[src/rtl/pht_update_scheduler.sv]
// pht_update_scheduler: write-port scheduler for the multi-bank PHT counter RAM.
// Buffers up to two counter updates per cycle in an in-order circular queue
// and issues them to two RAM write ports. Two writes never target the same
// bank in one cycle. Also runs the PHT initialisation sweep.
// Ports:
//   clk, rst               clock, asynchronous active-high reset
//   initStart              restart init sweep and flush queue
//   upValid/upIndex/upValue  two update lanes (lane 1 is younger)
//   upReady                both lanes accepted this cycle
//   we/wa/wv               two RAM write ports
//   initBusy               init sweep in progress
//   queueCount             occupied queue entries
module pht_update_scheduler #(
  parameter int unsigned ENTRY_NUM   = 1024,
  parameter int unsigned INDEX_WIDTH = 10,
  parameter int unsigned DATA_WIDTH  = 8,
  parameter int unsigned BANK_NUM    = 2,
  parameter int unsigned QUEUE_DEPTH = 8,
  parameter logic [DATA_WIDTH-1:0] INIT_VALUE = 8'hAA
) (
  input  logic                                  clk,
  input  logic                                  rst,
  input  logic                                  initStart,
  input  logic                                  upValid [2],
  input  logic [INDEX_WIDTH-1:0]                upIndex [2],
  input  logic [DATA_WIDTH-1:0]                 upValue [2],
  output logic                                  upReady,
  output logic                                  we [2],
  output logic [INDEX_WIDTH-1:0]                wa [2],
  output logic [DATA_WIDTH-1:0]                 wv [2],
  output logic                                  initBusy,
  output logic [$clog2(QUEUE_DEPTH+1)-1:0]      queueCount
);

  localparam int unsigned PTR_W = $clog2(QUEUE_DEPTH);
  localparam int unsigned CNT_W = $clog2(QUEUE_DEPTH + 1);
  // Bank bits of an index; a zero mask (single bank) makes every pair conflict.
  localparam logic [INDEX_WIDTH-1:0] BANK_MASK = INDEX_WIDTH'(BANK_NUM - 1);

  typedef enum logic {ST_INIT, ST_RUN} state_e;

  state_e                 state_q, state_d;
  logic [INDEX_WIDTH-1:0] sweep_q, sweep_d;
  logic [PTR_W-1:0]       head_q, head_d;
  logic [PTR_W-1:0]       tail_q, tail_d;
  logic [CNT_W-1:0]       count_q, count_d;
  logic [INDEX_WIDTH-1:0] q_idx_q [QUEUE_DEPTH];
  logic [INDEX_WIDTH-1:0] q_idx_d [QUEUE_DEPTH];
  logic [DATA_WIDTH-1:0]  q_val_q [QUEUE_DEPTH];
  logic [DATA_WIDTH-1:0]  q_val_d [QUEUE_DEPTH];

  logic             coalesce_c, enq0_c, enq1_c, iss0_c, iss1_c;
  logic [PTR_W-1:0] head1_c, wptr_c;

  function automatic logic [PTR_W-1:0] ptr_inc(input logic [PTR_W-1:0] p);
    return (p == PTR_W'(QUEUE_DEPTH - 1)) ? '0 : p + PTR_W'(1);
  endfunction

  // Accept/issue decisions
  always_comb begin
    head1_c    = ptr_inc(head_q);
    upReady    = (state_q == ST_RUN) &&
                 ((CNT_W'(QUEUE_DEPTH) - count_q) >= CNT_W'(2));
    // Same index on both lanes: the younger lane supersedes the older one.
    coalesce_c = upValid[0] && upValid[1] && (upIndex[0] == upIndex[1]);
    enq0_c     = upReady && upValid[0] && !coalesce_c;
    enq1_c     = upReady && upValid[1];
    iss0_c     = (state_q == ST_RUN) && (count_q != '0);
    iss1_c     = iss0_c && (count_q >= CNT_W'(2)) &&
                 (((q_idx_q[head_q] ^ q_idx_q[head1_c]) & BANK_MASK) != '0);
  end

  // Write-port outputs
  always_comb begin
    we[0] = 1'b0;
    wa[0] = '0;
    wv[0] = '0;
    we[1] = 1'b0;
    wa[1] = '0;
    wv[1] = '0;
    if (state_q == ST_INIT) begin
      we[0] = 1'b1;
      wa[0] = sweep_q;
      wv[0] = INIT_VALUE;
    end else begin
      if (iss0_c) begin
        we[0] = 1'b1;
        wa[0] = q_idx_q[head_q];
        wv[0] = q_val_q[head_q];
      end
      if (iss1_c) begin
        we[1] = 1'b1;
        wa[1] = q_idx_q[head1_c];
        wv[1] = q_val_q[head1_c];
      end
    end
  end

  assign initBusy   = (state_q == ST_INIT);
  assign queueCount = count_q;

  // Next-state: sweep, enqueue, dequeue, flush
  always_comb begin
    state_d = state_q;
    sweep_d = sweep_q;
    head_d  = head_q;
    tail_d  = tail_q;
    count_d = count_q;
    q_idx_d = q_idx_q;
    q_val_d = q_val_q;
    wptr_c  = tail_q;

    if (state_q == ST_INIT) begin
      sweep_d = sweep_q + INDEX_WIDTH'(1);
      if (sweep_q == INDEX_WIDTH'(ENTRY_NUM - 1)) begin
        state_d = ST_RUN;
        sweep_d = '0;
      end
    end

    if (enq0_c) begin
      q_idx_d[wptr_c] = upIndex[0];
      q_val_d[wptr_c] = upValue[0];
      wptr_c          = ptr_inc(wptr_c);
    end
    if (enq1_c) begin
      q_idx_d[wptr_c] = upIndex[1];
      q_val_d[wptr_c] = upValue[1];
      wptr_c          = ptr_inc(wptr_c);
    end
    tail_d = wptr_c;

    if (iss1_c)      head_d = ptr_inc(head1_c);
    else if (iss0_c) head_d = head1_c;

    count_d = count_q + CNT_W'(enq0_c) + CNT_W'(enq1_c)
                      - CNT_W'(iss0_c) - CNT_W'(iss1_c);

    if (initStart) begin
      state_d = ST_INIT;
      sweep_d = '0;
      head_d  = '0;
      tail_d  = '0;
      count_d = '0;
    end
  end

  // State registers
  always_ff @(posedge clk or posedge rst) begin
    if (rst) begin
      state_q <= ST_INIT;
      sweep_q <= '0;
      head_q  <= '0;
      tail_q  <= '0;
      count_q <= '0;
      q_idx_q <= '{default: '0};
      q_val_q <= '{default: '0};
    end else begin
      state_q <= state_d;
      sweep_q <= sweep_d;
      head_q  <= head_d;
      tail_q  <= tail_d;
      count_q <= count_d;
      q_idx_q <= q_idx_d;
      q_val_q <= q_val_d;
    end
  end

endmodule

[config.mk]
export PLATFORM = sky130hd
export DESIGN_NAME = pht_update_scheduler
export DESIGN_NICKNAME = d
export VERILOG_FILES = /design/src/rtl/pht_update_scheduler.sv
export SDC_FILE = /design/constraint.sdc
export NUM_CORES = 1
export LEC_CHECK = 0
export BUFFER_PORTS_ARGS = -buffer_cell sky130_fd_sc_hd__clkbuf_2
export CORE_ASPECT_RATIO = 0.75
export CORE_MARGIN = 3
export CORE_UTILIZATION = 25
export DETAILED_ROUTE_END_ITERATION = 8
export GPL_ROUTABILITY_DRIVEN = 0
export PLACE_DENSITY_LB_ADDON = 0.08
export SKIP_CTS_REPAIR_TIMING = 1
export SYNTH_ARGS = -nofsm -noshare
export SYNTH_HDL_FRONTEND = slang
export SYNTH_SLANG_ARGS = --single-unit
[constraint.sdc]
create_clock -name clk -period 5.2 [get_ports clk]
set_clock_uncertainty 0.1 [all_clocks]
set_input_delay 0.52 -clock clk [delete_from_list [all_inputs] [get_ports clk]]
set_output_delay 0.52 -clock clk [all_outputs]
set_load 0.01 [all_outputs]
==> impl_metrics.xml, run 1 <==
<?xml version="1.0" encoding="UTF-8"?>
<metrics>
  <group name="worst_hold_path">
    <metric name="worst_hold_path_type" unit="">in -&gt; async</metric>
  </group>
  <group name="logic_synthesis">
    <metric name="yosysMostFrequentCell" unit="">sky130_fd_sc_hd__mux2i_1</metric>
    <metric name="seq_area_frac_synth" unit="%">37.65</metric>
    <metric name="ys_seq_elements" unit="">165</metric>
    <metric name="synthDominantCellAreaShare" unit="%">37.65</metric>
    <metric name="synth_edf_count" unit="">0</metric>
    <metric name="number_of_library_cell_types_mapped_by_synthesis" unit="">50</metric>
    <metric name="synth_top_cells_by_area" unit="">sky130_fd_sc_hd__dfrtp_1 38%, sky130_fd_sc_hd__mux2i_1 18%, sky130_fd_sc_hd__mux4_2 14%</metric>
    <metric name="synthesis.area" unit="sq um">10970</metric>
    <metric name="synth_commonest_cells" unit="">192 x sky130_fd_sc_hd__mux2i_1, 165 x sky130_fd_sc_hd__dfrtp_1, 162 x sky130_fd_sc_hd__nand2_1, 88 x sky130_fd_sc_hd__o21ai_1, 70 x sky130_fd_sc_hd__mux4_2</metric>
    <metric name="async_reset_ff_share" unit="%">100.0</metric>
    <metric name="syn_inst" unit="">1060</metric>
    <metric name="synth_top_area_cell" unit="">sky130_fd_sc_hd__dfrtp_1</metric>
    <metric name="synth.net_count" unit="">1118</metric>
    <metric name="syn_area_per_cell" unit="sq um">10.35</metric>
    <metric name="yosys_most_used_dff" unit="">sky130_fd_sc_hd__dfrtp_1</metric>
    <metric name="synth.yosys.warnings" unit="">0</metric>
  </group>
  <group name="sta">
    <metric name="finalHoldViolations" unit="">0</metric>
    <metric name="tightest_slew" unit="ns">1.105</metric>
    <metric name="timing.final.crit_share" unit="%">86.81</metric>
    <metric name="post-route-min-period" unit="ns">4.514</metric>
    <metric name="report.final.slew_viol_count" unit="">0</metric>
    <metric name="achievable-frequency" unit="GHz">0.2215</metric>
    <metric name="report.final.setup_viol" unit="">0</metric>
    <metric name="fin_hold_ws" unit="ns">0.01673</metric>
    <metric name="rsz0062_at_grt" unit="">false</metric>
    <metric name="timing.max_slew.rel_slack" unit="%">26.13</metric>
    <metric name="fin_setup_tns" unit="ns">0</metric>
  </group>
  <group name="clock_tree">
    <metric name="root_buffer" unit="">sky130_fd_sc_hd__clkbuf_16</metric>
    <metric name="cts_tree" unit="">built</metric>
    <metric name="cts_num_sinks" unit="">165</metric>
    <metric name="numCtsBuffers" unit="">17</metric>
    <metric name="insertion_delay" unit="ns">0.44</metric>
    <metric name="h_tree_levels" unit="">4</metric>
    <metric name="cts.clk_slew.worst_paths" unit="ns">0.07</metric>
    <metric name="clk_path_buf_depth" unit="">2</metric>
  </group>
  <group name="route">
    <metric name="drt_iter0_markers" unit="">618</metric>
    <metric name="routed_wirelength" unit="um">40260</metric>
    <metric name="detail_route.drc_violations" unit="">0</metric>
    <metric name="detail_route.vias_per_cell" unit="">5.006</metric>
    <metric name="detail-route-antenna-nets" unit="">0</metric>
    <metric name="per_cell_routed_wire_length" unit="um">24.19</metric>
    <metric name="drt_pre_antenna_iters" unit="">5</metric>
    <metric name="via_count" unit="">8330</metric>
  </group>
  <group name="placement">
    <metric name="portBuffers" unit="">84</metric>
    <metric name="detailed_place_hpwl" unit="um">25430</metric>
  </group>
  <group name="critical_path">
    <metric name="critical_path_arrival" unit="ns">4.73</metric>
    <metric name="cp.required" unit="ns">5.42</metric>
    <metric name="crit_path_end_kind" unit="">register</metric>
    <metric name="critical_path.cell_chain" unit="">buf_4 &gt; inv_1 &gt; ha_2 &gt; mux4_2 &gt; mux2i_1 &gt; xor2_1 &gt; nand2_1 &gt; inv_1 &gt; nor2_1 &gt; ha_1 &gt; inv_1 &gt; fa_1 &gt; inv_1 &gt; ha_1 &gt; inv_1 &gt; fa_1 &gt; xnor2_1 &gt; nor2_1</metric>
    <metric name="cpMostUsedCell" unit="">sky130_fd_sc_hd__inv_1</metric>
    <metric name="crit_path_max_incr_delay" unit="ns">0.57</metric>
    <metric name="worst-setup-path-type" unit="">reg -&gt; reg</metric>
    <metric name="slowest_library_cell_on_the_worst_path" unit="">sky130_fd_sc_hd__buf_4</metric>
    <metric name="cp-start-kind" unit="">register</metric>
    <metric name="crit_path_max_fanout" unit="">38</metric>
  </group>
  <group name="pwr">
    <metric name="max-vdd-ir-drop" unit="V">0.0002140</metric>
    <metric name="leakage" unit="nW">4.695</metric>
    <metric name="power_density" unit="nW/um^2">242.5</metric>
  </group>
  <group name="die">
    <metric name="fp.dieArea" unit="sq um">46450</metric>
    <metric name="number_of_rows_created_at_floorplan" unit="">65</metric>
    <metric name="start_util" unit="%">25.69</metric>
    <metric name="floorplan.die.width" unit="um">247.9</metric>
    <metric name="coreArea" unit="sq um">42700</metric>
    <metric name="ios" unit="">85</metric>
    <metric name="chipHeight" unit="um">187.4</metric>
  </group>
  <group name="grt">
    <metric name="grt_pass1_vias" unit="">8155</metric>
    <metric name="grt-ovfl-total" unit="">0</metric>
    <metric name="initial_antenna_violation_count" unit="">1</metric>
    <metric name="gr-usage-all-layers" unit="%">17.46</metric>
    <metric name="grt_max_degree" unit="">110</metric>
    <metric name="grt_first_pass_wirelength" unit="um">59180</metric>
  </group>
  <group name="run_status">
    <metric name="run_status" unit="">finished clean</metric>
  </group>
  <group name="finish">
    <metric name="nets" unit="">1138</metric>
    <metric name="flow.area_growth_from_synthesis" unit="%">14.36</metric>
    <metric name="nFillCells" unit="">4442</metric>
    <metric name="multi_input_comb_area" unit="sq um">6335</metric>
    <metric name="fraction_of_layout_cells_with_a_size_suffix_above_1" unit="%">22.51</metric>
    <metric name="ff_latch_area" unit="sq um">4134</metric>
  </group>
  <group name="job">
    <metric name="maxCapViolations" unit="">0</metric>
  </group>
</metrics>
[flip-flops by register name, summed over array words and instances (netlist names)]
name        flops
head_q          3
q_idx_q        80
q_val_q        64
queueCount      4
state_q         1
sweep_q        10
tail_q          3
[power breakdown]
group          internal (mW)  total (mW)  switching (mW)
logic                  0.113       0.281           0.168
clock network          0.778        1.39           0.611
registers               1.33        1.37          0.0417
[logic make-up after synthesis]
family                   share of synthesized area [%]
AO/OA/AOI/OAI                                    10.12
XOR/XNOR                                         1.358
adder cells (fa/ha/maj)                          2.076
buffers and inverters                            5.978
flip-flops                                       37.65
multiplexers                                     32.15
AND/OR/NAND/NOR                                  10.68
[cell type report]
type	count	area share (%)
Multi-Input combinational cell	763	50.50
Antenna cell	2	0.03990
Clock inverter	13	1.367
Inverter	20	0.6384
Timing Repair Buffer	113	5.287
Tap cell	569	5.676
Clock buffer	19	3.531
Sequential cell	165	32.96
[final timing paths]
| kind | from | to | slack, ns | cells after the start |
|---|---|---|---|---|
| setup / recovery | head_q[0]$_DFFE_PP0P_ | queueCount[3]$_DFF_PP0_ | 0.69 | 18 |
| hold / removal | rst | q_val_q[50]$_DFF_PP0_ | 0.02 | 2 |
| setup reg to reg | head_q[0]$_DFFE_PP0P_ | queueCount[3]$_DFF_PP0_ | 0.69 | 18 |
| hold reg to reg | sweep_q[9]$_DFFE_PP0P_ | sweep_q[9]$_DFFE_PP0P_ | 0.42 | 1 |
| max in group asynchronous | rst | head_q[0]$_DFFE_PP0P_ | 3.81 | 3 |
| min in group clk | upValue[5] | q_val_q[61]$_DFF_PP0_ | 0.31 | 3 |
[cells in the final DEF, fill, tap and decap left out, types with 3 or more instances in the layout]
cell / netlist / final
sky130_fd_sc_hd__mux2i_1: 192 / 186
sky130_fd_sc_hd__ha_1: 15 / 13
sky130_fd_sc_hd__buf_4: 12 / 27
sky130_fd_sc_hd__o21ai_2: 8 / 8
sky130_fd_sc_hd__and3_1: 4 / 4
sky130_fd_sc_hd__nor2b_4: 0 / 4
sky130_fd_sc_hd__nor2_1: 51 / 51
sky130_fd_sc_hd__o21ai_1: 88 / 88
sky130_fd_sc_hd__bufinv_16: 0 / 3
sky130_fd_sc_hd__dfrtp_1: 165 / 163
sky130_fd_sc_hd__clkbuf_16: 0 / 17
sky130_fd_sc_hd__inv_1: 20 / 19
sky130_fd_sc_hd__nand3_1: 17 / 17
sky130_fd_sc_hd__o22ai_1: 6 / 6
sky130_fd_sc_hd__clkbuf_2: 3 / 84
sky130_fd_sc_hd__inv_6: 0 / 3
sky130_fd_sc_hd__nand4_1: 9 / 9
sky130_fd_sc_hd__clkinvlp_4: 0 / 3
sky130_fd_sc_hd__and4_1: 3 / 3
sky130_fd_sc_hd__o31ai_1: 4 / 4
sky130_fd_sc_hd__o2bb2ai_1: 5 / 5
sky130_fd_sc_hd__o21ai_0: 62 / 62
sky130_fd_sc_hd__mux2i_4: 0 / 8
sky130_fd_sc_hd__nand2b_1: 4 / 4
sky130_fd_sc_hd__nand2_1: 162 / 162
sky130_fd_sc_hd__a21oi_1: 8 / 8
sky130_fd_sc_hd__nor2b_1: 14 / 10
sky130_fd_sc_hd__xnor2_1: 15 / 15
sky130_fd_sc_hd__mux4_2: 70 / 70
[routing by layer]
layer | part of all wire (%) | global-route usage [%]
met5 | 0.017 | 0
met1 | 52 | 27.68
met3 | 4.8 | 3.282
met4 | 0.61 | 2.737
met2 | 43 | 24.66
[worst max-delay path: cells and delay by family, from the launching register on]
kind,cells,cell delay (ns)
flops,1,0.41
simple gates,3,0.22
buf+inv,6,1.08
fa+ha+maj,5,1.60
mux,2,0.52
xor+xnor,2,0.44
[metrics by stage]
stage	utilization (%)	setup WS, ns	area, sq um	power (mW)	std cells
global route	29.37	0.3240	12540	3.171	1662
global placement	27.93	0.6028	11920	1.681	1630
floorplan	-	0.1183	10970	1.571	1060
detailed placement	27.93	0.5885	11920	1.680	1630
finish	29.38	0.6860	12540	3.041	1664
CTS	29.37	0.6300	12540	3.091	1662
(Power assumes the default switching activity.)
==> run 2: changes to the inputs <==
- BUFFER_PORTS_ARGS: -buffer_cell sky130_fd_sc_hd__clkbuf_2 -> default
- DONT_BUFFER_PORTS: default -> 1
==> impl_metrics.xml, run 2 (synthesis gave the netlist of run 1 again) <==
<?xml version="1.0" encoding="UTF-8"?>
<metrics>
  <group name="finish">
    <metric name="largest-register" unit="">q_idx_q</metric>
    <metric name="multi_input_comb_area" unit="sq um">6337</metric>
    <metric name="mostFrequentLayoutCell" unit="">sky130_fd_sc_hd__mux2i_1</metric>
    <metric name="fraction_of_layout_cells_with_a_size_suffix_above_1" unit="%">17.45</metric>
    <metric name="layout_top_registers" unit="">q_idx_q (80), q_val_q (64), sweep_q (10)</metric>
    <metric name="nets" unit="">1072</metric>
    <metric name="ff_latch_area" unit="sq um">4134</metric>
    <metric name="max_reg_flops" unit="">80</metric>
    <metric name="layout.cells.non_filler" unit="">1595</metric>
    <metric name="nFillCells" unit="">4458</metric>
    <metric name="num_antenna_cells" unit="">0</metric>
    <metric name="most-common-layout-cells" unit="">186 x sky130_fd_sc_hd__mux2i_1, 163 x sky130_fd_sc_hd__dfrtp_1, 162 x sky130_fd_sc_hd__nand2_1</metric>
    <metric name="flow.area_growth_from_synthesis" unit="%">11.52</metric>
  </group>
  <group name="clock_tree">
    <metric name="insertion_delay" unit="ns">0.45</metric>
    <metric name="cts_num_sinks" unit="">165</metric>
    <metric name="numCtsBuffers" unit="">17</metric>
    <metric name="clk_path_buf_depth" unit="">2</metric>
    <metric name="cts.clk_slew.worst_paths" unit="ns">0.07</metric>
    <metric name="cts_tree" unit="">built</metric>
    <metric name="h_tree_levels" unit="">4</metric>
    <metric name="root_buffer" unit="">sky130_fd_sc_hd__clkbuf_16</metric>
  </group>
  <group name="die">
    <metric name="number_of_rows_created_at_floorplan" unit="">65</metric>
    <metric name="ios" unit="">85</metric>
    <metric name="floorplan.die.width" unit="um">247.9</metric>
    <metric name="fp.dieArea" unit="sq um">46450</metric>
    <metric name="start_util" unit="%">25.69</metric>
    <metric name="chipHeight" unit="um">187.4</metric>
    <metric name="coreArea" unit="sq um">42700</metric>
  </group>
  <group name="pwr">
    <metric name="power_density" unit="nW/um^2">243.5</metric>
    <metric name="max-vdd-ir-drop" unit="V">0.0002333</metric>
    <metric name="p_switching" unit="mW">0.7712</metric>
    <metric name="share_of_power_burned_in_registers" unit="%">46.0</metric>
    <metric name="p_int" unit="mW">2.207</metric>
    <metric name="power.share.clock" unit="%">46.6</metric>
    <metric name="leakage" unit="nW">4.418</metric>
    <metric name="combPwrFrac" unit="%">7.4</metric>
    <metric name="power.switching_fraction" unit="%">25.89</metric>
  </group>
  <group name="sta">
    <metric name="timing.final.crit_share" unit="%">80.49</metric>
    <metric name="fin_setup_tns" unit="ns">0</metric>
    <metric name="post-route-min-period" unit="ns">4.185</metric>
    <metric name="timing.max_slew.rel_slack" unit="%">20.06</metric>
    <metric name="setup_slack" unit="ns">1.015</metric>
    <metric name="achievable-frequency" unit="GHz">0.2389</metric>
    <metric name="rsz0062_at_grt" unit="">false</metric>
    <metric name="report.final.slew_viol_count" unit="">0</metric>
    <metric name="report.final.setup_viol" unit="">0</metric>
    <metric name="finalHoldViolations" unit="">0</metric>
    <metric name="tightest_slew" unit="ns">1.197</metric>
  </group>
  <group name="route">
    <metric name="drt_iter0_markers" unit="">690</metric>
    <metric name="detail_route.vias_per_cell" unit="">5.002</metric>
    <metric name="routed_wirelength" unit="um">39780</metric>
    <metric name="per_cell_routed_wire_length" unit="um">24.94</metric>
    <metric name="detail-route-antenna-nets" unit="">0</metric>
    <metric name="drt_pre_antenna_iters" unit="">5</metric>
    <metric name="via_count" unit="">7978</metric>
    <metric name="detail_route.drc_violations" unit="">0</metric>
  </group>
  <group name="critical_path">
    <metric name="timing.reg2reg.setup_slack" unit="ns">1.11</metric>
    <metric name="r2r-start" unit="">head_q[0]$_DFFE_PP0P_</metric>
    <metric name="crit_path_end_kind" unit="">output pin</metric>
    <metric name="cp-start-kind" unit="">register</metric>
    <metric name="cp.required" unit="ns">4.58</metric>
    <metric name="r2r_cells" unit="">17</metric>
    <metric name="reg2reg_to" unit="">queueCount[3]$_DFF_PP0_</metric>
    <metric name="crit_path_max_fanout" unit="">42</metric>
    <metric name="worst-setup-path-type" unit="">reg -&gt; out</metric>
    <metric name="critical_path_arrival" unit="ns">3.57</metric>
  </group>
  <group name="worst_hold_path">
    <metric name="min_from" unit="">initStart</metric>
    <metric name="holdPathEnd" unit="">sweep_q[8]$_DFFE_PP0P_</metric>
    <metric name="hold_path_cell_cnt" unit="">1</metric>
    <metric name="worst_hold_path_type" unit="">in -&gt; reg</metric>
  </group>
  <group name="job">
    <metric name="maxCapViolations" unit="">0</metric>
  </group>
  <group name="run_status">
    <metric name="run_status" unit="">finished clean</metric>
  </group>
  <group name="placement">
    <metric name="detailed_place_hpwl" unit="um">25530</metric>
    <metric name="portBuffers" unit="">0</metric>
    <metric name="place_ws" unit="ns">1.096</metric>
    <metric name="placedCellCount" unit="">1562</metric>
  </group>
  <group name="grt">
    <metric name="grt-ovfl-total" unit="">0</metric>
    <metric name="gr-usage-all-layers" unit="%">17.52</metric>
    <metric name="initial_antenna_violation_count" unit="">1</metric>
    <metric name="grt_pass1_vias" unit="">8025</metric>
    <metric name="grt_max_degree" unit="">71</metric>
    <metric name="grt_first_pass_wirelength" unit="um">59390</metric>
  </group>
</metrics>
-- run 2: changes by cell type in the layout (fill, tap and decap cells not counted), sizes merged --
| cell | before | now |
|---|---|---|
| buf | 29 | 45 |
| diode | 2 | 0 |
| clkinvlp | 3 | 2 |
| clkbuf | 103 | 19 |
| dlygate4sd3 | 0 | 2 |
-- run 2: worst max-delay path: stages, from the launching register on --
cell,delay (ns)
sky130_fd_sc_hd__dfrtp_4,0.42
sky130_fd_sc_hd__buf_4,0.61
sky130_fd_sc_hd__buf_4,0.60
sky130_fd_sc_hd__mux4_2,0.56
sky130_fd_sc_hd__mux2i_1,0.57
sky130_fd_sc_hd__o22ai_1,0.27
-- run 2: area by class of cell --
type                            count  share of cell area (%)
Clock buffer                       19                   3.621
Clock inverter                     12                   1.371
Inverter                           20                  0.6547
Multi-Input combinational cell    763                   51.81
Sequential cell                   165                   33.80
Tap cell                          569                   5.820
Timing Repair Buffer               47                   2.926
-- run 2: worst max path at each step --
stage / from / end / slack (ns) / cells past startpoint
after floorplan: rst / head_q[0]$_DFFE_PP0P_ / 0.12 / 1
after global placement: head_q[1]$_DFFE_PP0P_ / queueCount[3]$_DFF_PP0_ / 1.15 / 17
after detailed placement: head_q[1]$_DFFE_PP0P_ / queueCount[3]$_DFF_PP0_ / 1.10 / 17
after CTS: head_q[0]$_DFFE_PP0P_ / wa[18] / 0.94 / 5
after global routing: head_q[0]$_DFFE_PP0P_ / wa[18] / 0.76 / 5
final: head_q[0]$_DFFE_PP0P_ / wa[14] / 1.01 / 5
-- run 2: metrics by stage --
stage / util [%] / power, mW / hold WS (ns) / instance area, sq um
floorplan: - / 1.571 / 0.3669 / 10970
global placement: 27.17 / 1.615 / 0.4202 / 11600
detailed placement: 27.17 / 1.616 / 0.4171 / 11600
CTS: 28.60 / 3.026 / -0.03059 / 12210
global route: 28.65 / 3.106 / 0.004556 / 12230
finish: 28.65 / 2.979 / 0.03208 / 12230
-- run 2: power by group through the flow --
| stage | Sequential [mW] | Combinational [mW] | Clock, mW |
|---|---|---|---|
| after CTS | 1.37 | 0.223 | 1.43 |
| final | 1.37 | 0.220 | 1.39 |
| after floorplan | 1.38 | 0.193 | 0 |
| after global placement | 1.39 | 0.220 | 0 |
| after detailed placement | 1.39 | 0.223 | 0 |
| after global routing | 1.38 | 0.244 | 1.48 |
-- run 2: metal layers --
metal	routed length, um	global-route usage, %	vias to the layer above
met5	0	0	-
met4	284	2.849	0
met3	2040	4.084	18
met2	16660	24.18	203
met1	20800	27.69	4060
li1	-	-	3697
==> run 3: changes to the inputs <==
- ABC_AREA: default -> 1
- clock period: 5.2 -> 4.1 ns (I/O delays scaled with it)
==> impl_metrics.xml, run 3 <==
<?xml version="1.0" encoding="UTF-8"?>
<metrics>
  <group name="logic_synthesis">
    <metric name="seq_area_frac_synth" unit="%">31.04</metric>
    <metric name="syn_inst" unit="">2190</metric>
    <metric name="ys_seq_elements" unit="">165</metric>
    <metric name="yosysMostFrequentCell" unit="">sky130_fd_sc_hd__nand2_1</metric>
    <metric name="syn_area_per_cell" unit="sq um">6.074</metric>
    <metric name="synth_commonest_cells" unit="">828 x sky130_fd_sc_hd__nand2_1, 362 x sky130_fd_sc_hd__o21ai_0, 176 x sky130_fd_sc_hd__nand3_1, 165 x sky130_fd_sc_hd__dfrtp_1, 138 x sky130_fd_sc_hd__inv_1</metric>
    <metric name="synth_edf_count" unit="">0</metric>
    <metric name="synth.net_count" unit="">2248</metric>
    <metric name="synthesis.area" unit="sq um">13300</metric>
    <metric name="synth_top_area_cell" unit="">sky130_fd_sc_hd__dfrtp_1</metric>
    <metric name="number_of_library_cell_types_mapped_by_synthesis" unit="">35</metric>
    <metric name="synth_top_cells_by_area" unit="">sky130_fd_sc_hd__dfrtp_1 31%, sky130_fd_sc_hd__nand2_1 23%, sky130_fd_sc_hd__o21ai_0 14%</metric>
    <metric name="synth.yosys.warnings" unit="">0</metric>
    <metric name="yosys_most_used_dff" unit="">sky130_fd_sc_hd__dfrtp_1</metric>
    <metric name="synthDominantCellAreaShare" unit="%">31.04</metric>
    <metric name="async_reset_ff_share" unit="%">100.0</metric>
  </group>
  <group name="die">
    <metric name="fp.dieArea" unit="sq um">56040</metric>
    <metric name="start_util" unit="%">25.55</metric>
    <metric name="number_of_rows_created_at_floorplan" unit="">72</metric>
    <metric name="floorplan.die.width" unit="um">272.4</metric>
    <metric name="chipHeight" unit="um">205.8</metric>
    <metric name="ios" unit="">85</metric>
    <metric name="coreArea" unit="sq um">52070</metric>
  </group>
  <group name="critical_path">
    <metric name="crit_path_max_fanout" unit="">48</metric>
    <metric name="r2r_cells" unit="">20</metric>
    <metric name="worst-setup-path-type" unit="">reg -&gt; out</metric>
    <metric name="timing.reg2reg.setup_slack" unit="ns">0.40</metric>
    <metric name="critical_path_arrival" unit="ns">3.22</metric>
    <metric name="cp-start-kind" unit="">register</metric>
    <metric name="cp.required" unit="ns">3.59</metric>
    <metric name="crit_path_end_kind" unit="">output pin</metric>
  </group>
  <group name="finish">
    <metric name="flow.area_growth_from_synthesis" unit="%">12.37</metric>
    <metric name="nFillCells" unit="">5902</metric>
    <metric name="largest-register" unit="">q_idx_q</metric>
    <metric name="multi_input_comb_area" unit="sq um">7785</metric>
    <metric name="utilization_of_the_core_after_routing" unit="%">28.71</metric>
    <metric name="ff_latch_area" unit="sq um">4134</metric>
    <metric name="max_reg_flops" unit="">80</metric>
    <metric name="layout_top_registers" unit="">q_idx_q (80), q_val_q (64), sweep_q (10)</metric>
    <metric name="most-common-layout-cells" unit="">828 x sky130_fd_sc_hd__nand2_1, 362 x sky130_fd_sc_hd__o21ai_0, 174 x sky130_fd_sc_hd__nand3_1</metric>
    <metric name="mostFrequentLayoutCell" unit="">sky130_fd_sc_hd__nand2_1</metric>
    <metric name="nets" unit="">2206</metric>
    <metric name="fraction_of_layout_cells_with_a_size_suffix_above_1" unit="%">7.593</metric>
  </group>
  <group name="sta">
    <metric name="achievable-frequency" unit="GHz">0.2680</metric>
    <metric name="setup_slack" unit="ns">0.3682</metric>
    <metric name="timing.max_slew.rel_slack" unit="%">34.22</metric>
    <metric name="report.final.setup_viol" unit="">0</metric>
    <metric name="fin_hold_ws" unit="ns">-0.008981</metric>
    <metric name="post-route-min-period" unit="ns">3.732</metric>
    <metric name="fin_setup_tns" unit="ns">0</metric>
    <metric name="tightest_slew" unit="ns">0.9856</metric>
    <metric name="report.final.slew_viol_count" unit="">0</metric>
    <metric name="rsz0062_at_grt" unit="">false</metric>
    <metric name="finalHoldViolations" unit="">4</metric>
    <metric name="timing.final.crit_share" unit="%">91.02</metric>
  </group>
  <group name="route">
    <metric name="detail-route-antenna-nets" unit="">0</metric>
    <metric name="length_of_routed_met3_wiring" unit="um">5368</metric>
    <metric name="via_count" unit="">14560</metric>
    <metric name="drt_pre_antenna_iters" unit="">6</metric>
    <metric name="met2_wirelength" unit="um">26600</metric>
    <metric name="highest_metal_used" unit="">met5</metric>
    <metric name="detail_route.drc_violations" unit="">0</metric>
    <metric name="drt_iter0_markers" unit="">1673</metric>
    <metric name="per_cell_routed_wire_length" unit="um">23.46</metric>
    <metric name="routed_wirelength" unit="um">67220</metric>
    <metric name="wl_met1" unit="um">34550</metric>
    <metric name="detail_route.vias_per_cell" unit="">5.083</metric>
  </group>
  <group name="pwr">
    <metric name="finalPower" unit="mW">5.456</metric>
    <metric name="max-vdd-ir-drop" unit="V">0.0002567</metric>
    <metric name="leakage" unit="nW">7.299</metric>
    <metric name="power_density" unit="nW/um^2">365.0</metric>
  </group>
  <group name="grt">
    <metric name="grt_pass1_vias" unit="">13330</metric>
    <metric name="gr-usage-all-layers" unit="%">23.25</metric>
    <metric name="grt_max_degree" unit="">80</metric>
    <metric name="initial_antenna_violation_count" unit="">6</metric>
    <metric name="grt_first_pass_wirelength" unit="um">95640</metric>
    <metric name="grt-ovfl-total" unit="">0</metric>
  </group>
  <group name="clock_tree">
    <metric name="numCtsBuffers" unit="">17</metric>
    <metric name="h_tree_levels" unit="">4</metric>
    <metric name="cts_tree" unit="">built</metric>
    <metric name="insertion_delay" unit="ns">0.47</metric>
    <metric name="cts.clk_slew.worst_paths" unit="ns">0.07</metric>
    <metric name="root_buffer" unit="">sky130_fd_sc_hd__clkbuf_16</metric>
    <metric name="clk_path_buf_depth" unit="">2</metric>
    <metric name="cts_num_sinks" unit="">165</metric>
  </group>
  <group name="run_status">
    <metric name="violations" unit="">hold timing</metric>
    <metric name="run_status" unit="">finished with violations</metric>
  </group>
  <group name="job">
    <metric name="maxCapViolations" unit="">0</metric>
  </group>
  <group name="worst_hold_path">
    <metric name="hold_path_cell_cnt" unit="">2</metric>
    <metric name="worst_hold_path_type" unit="">in -&gt; reg</metric>
  </group>
  <group name="placement">
    <metric name="detailed_place_hpwl" unit="um">42560</metric>
    <metric name="place_ws" unit="ns">0.4248</metric>
    <metric name="portBuffers" unit="">0</metric>
  </group>
</metrics>
[run 3: changes by cell type in the layout (fill, tap and decap cells not counted), moves of 70 or more]
cell and delta:
sky130_fd_sc_hd__inv_1 +118, sky130_fd_sc_hd__nand2_1 +666, sky130_fd_sc_hd__nand3_1 +157, sky130_fd_sc_hd__o21ai_0 +300
sky130_fd_sc_hd__mux2i_1 -186, sky130_fd_sc_hd__a21oi_1 +104, sky130_fd_sc_hd__o21ai_1 -83, sky130_fd_sc_hd__mux4_2 -70
[run 3: cell type report]
class                           instances  area share, %
Inverter                              153          3.909
Timing Repair Buffer                  115          6.613
Clock buffer                           21          2.946
Tap cell                              703          5.884
Sequential cell                       165          27.66
Clock inverter                         10         0.8789
Antenna cell                            2        0.03348
Multi-Input combinational cell       1696          52.08
[run 3: kinds of logic after synthesis]
| group | share of synthesized area [%] |
|---|---|
| AND/OR/NAND/NOR | 35.64 |
| adder cells (fa/ha/maj) | 1.712 |
| AO/OA/AOI/OAI | 20.41 |
| buffers and inverters | 10.81 |
| flip-flops | 31.04 |
| XOR/XNOR | 0.3950 |
[run 3: report_power, final]
part           internal [mW]  switching [mW]  total [mW]
clock                  0.954           0.805        1.76
combinational          0.541           0.859        1.40
sequential              1.97           0.325        2.30
[run 3: worst max-delay path, cell delays in order, from the launching register on]
cell                       delay, ns
sky130_fd_sc_hd__dfrtp_4        0.54
sky130_fd_sc_hd__clkinv_2       0.07
sky130_fd_sc_hd__buf_4          0.44
sky130_fd_sc_hd__buf_4          0.62
sky130_fd_sc_hd__nor2_1         0.08
sky130_fd_sc_hd__o21ai_0        0.33
sky130_fd_sc_hd__o211ai_1       0.19
sky130_fd_sc_hd__buf_4          0.21
sky130_fd_sc_hd__o21ai_0        0.07
sky130_fd_sc_hd__buf_4          0.14
[run 3: worst paths after layout]
| check | startpoint | to |
|---|---|---|
| min in group asynchronous | rst | q_val_q[42]$_DFF_PP0_ |
| worst min register to register | sweep_q[8]$_DFFE_PP0P_ | sweep_q[8]$_DFFE_PP0P_ |
| worst max-delay path | head_q[0]$_DFFE_PP0P_ | wa[17] |
| worst max register to register | head_q[0]$_DFFE_PP0P_ | queueCount[3]$_DFF_PP0_ |
| max in group asynchronous | rst | queueCount[1]$_DFF_PP0_ |
| worst min-delay path | upValue[6] | q_val_q[62]$_DFF_PP0_ |
[run 3: layer usage]
| layer | vias to the layer above | global-route usage, % |
|---|---|---|
| met5 | - | 0 |
| met4 | 8 | 3.351 |
| met3 | 46 | 5.328 |
| met2 | 540 | 32.86 |
| met1 | 6950 | 36.03 |
| li1 | 7020 | - |
[run 3: through the flow]
stage	instance area, sq um	instances	hold slack, ns
final	14950	2865	-0.008981
after global routing	14950	2864	0.0002369
after CTS	14690	2838	-0.1622
after detailed placement	14120	2807	0.3468
after global placement	14120	2807	0.3403
after floorplan	13310	2190	0.4094
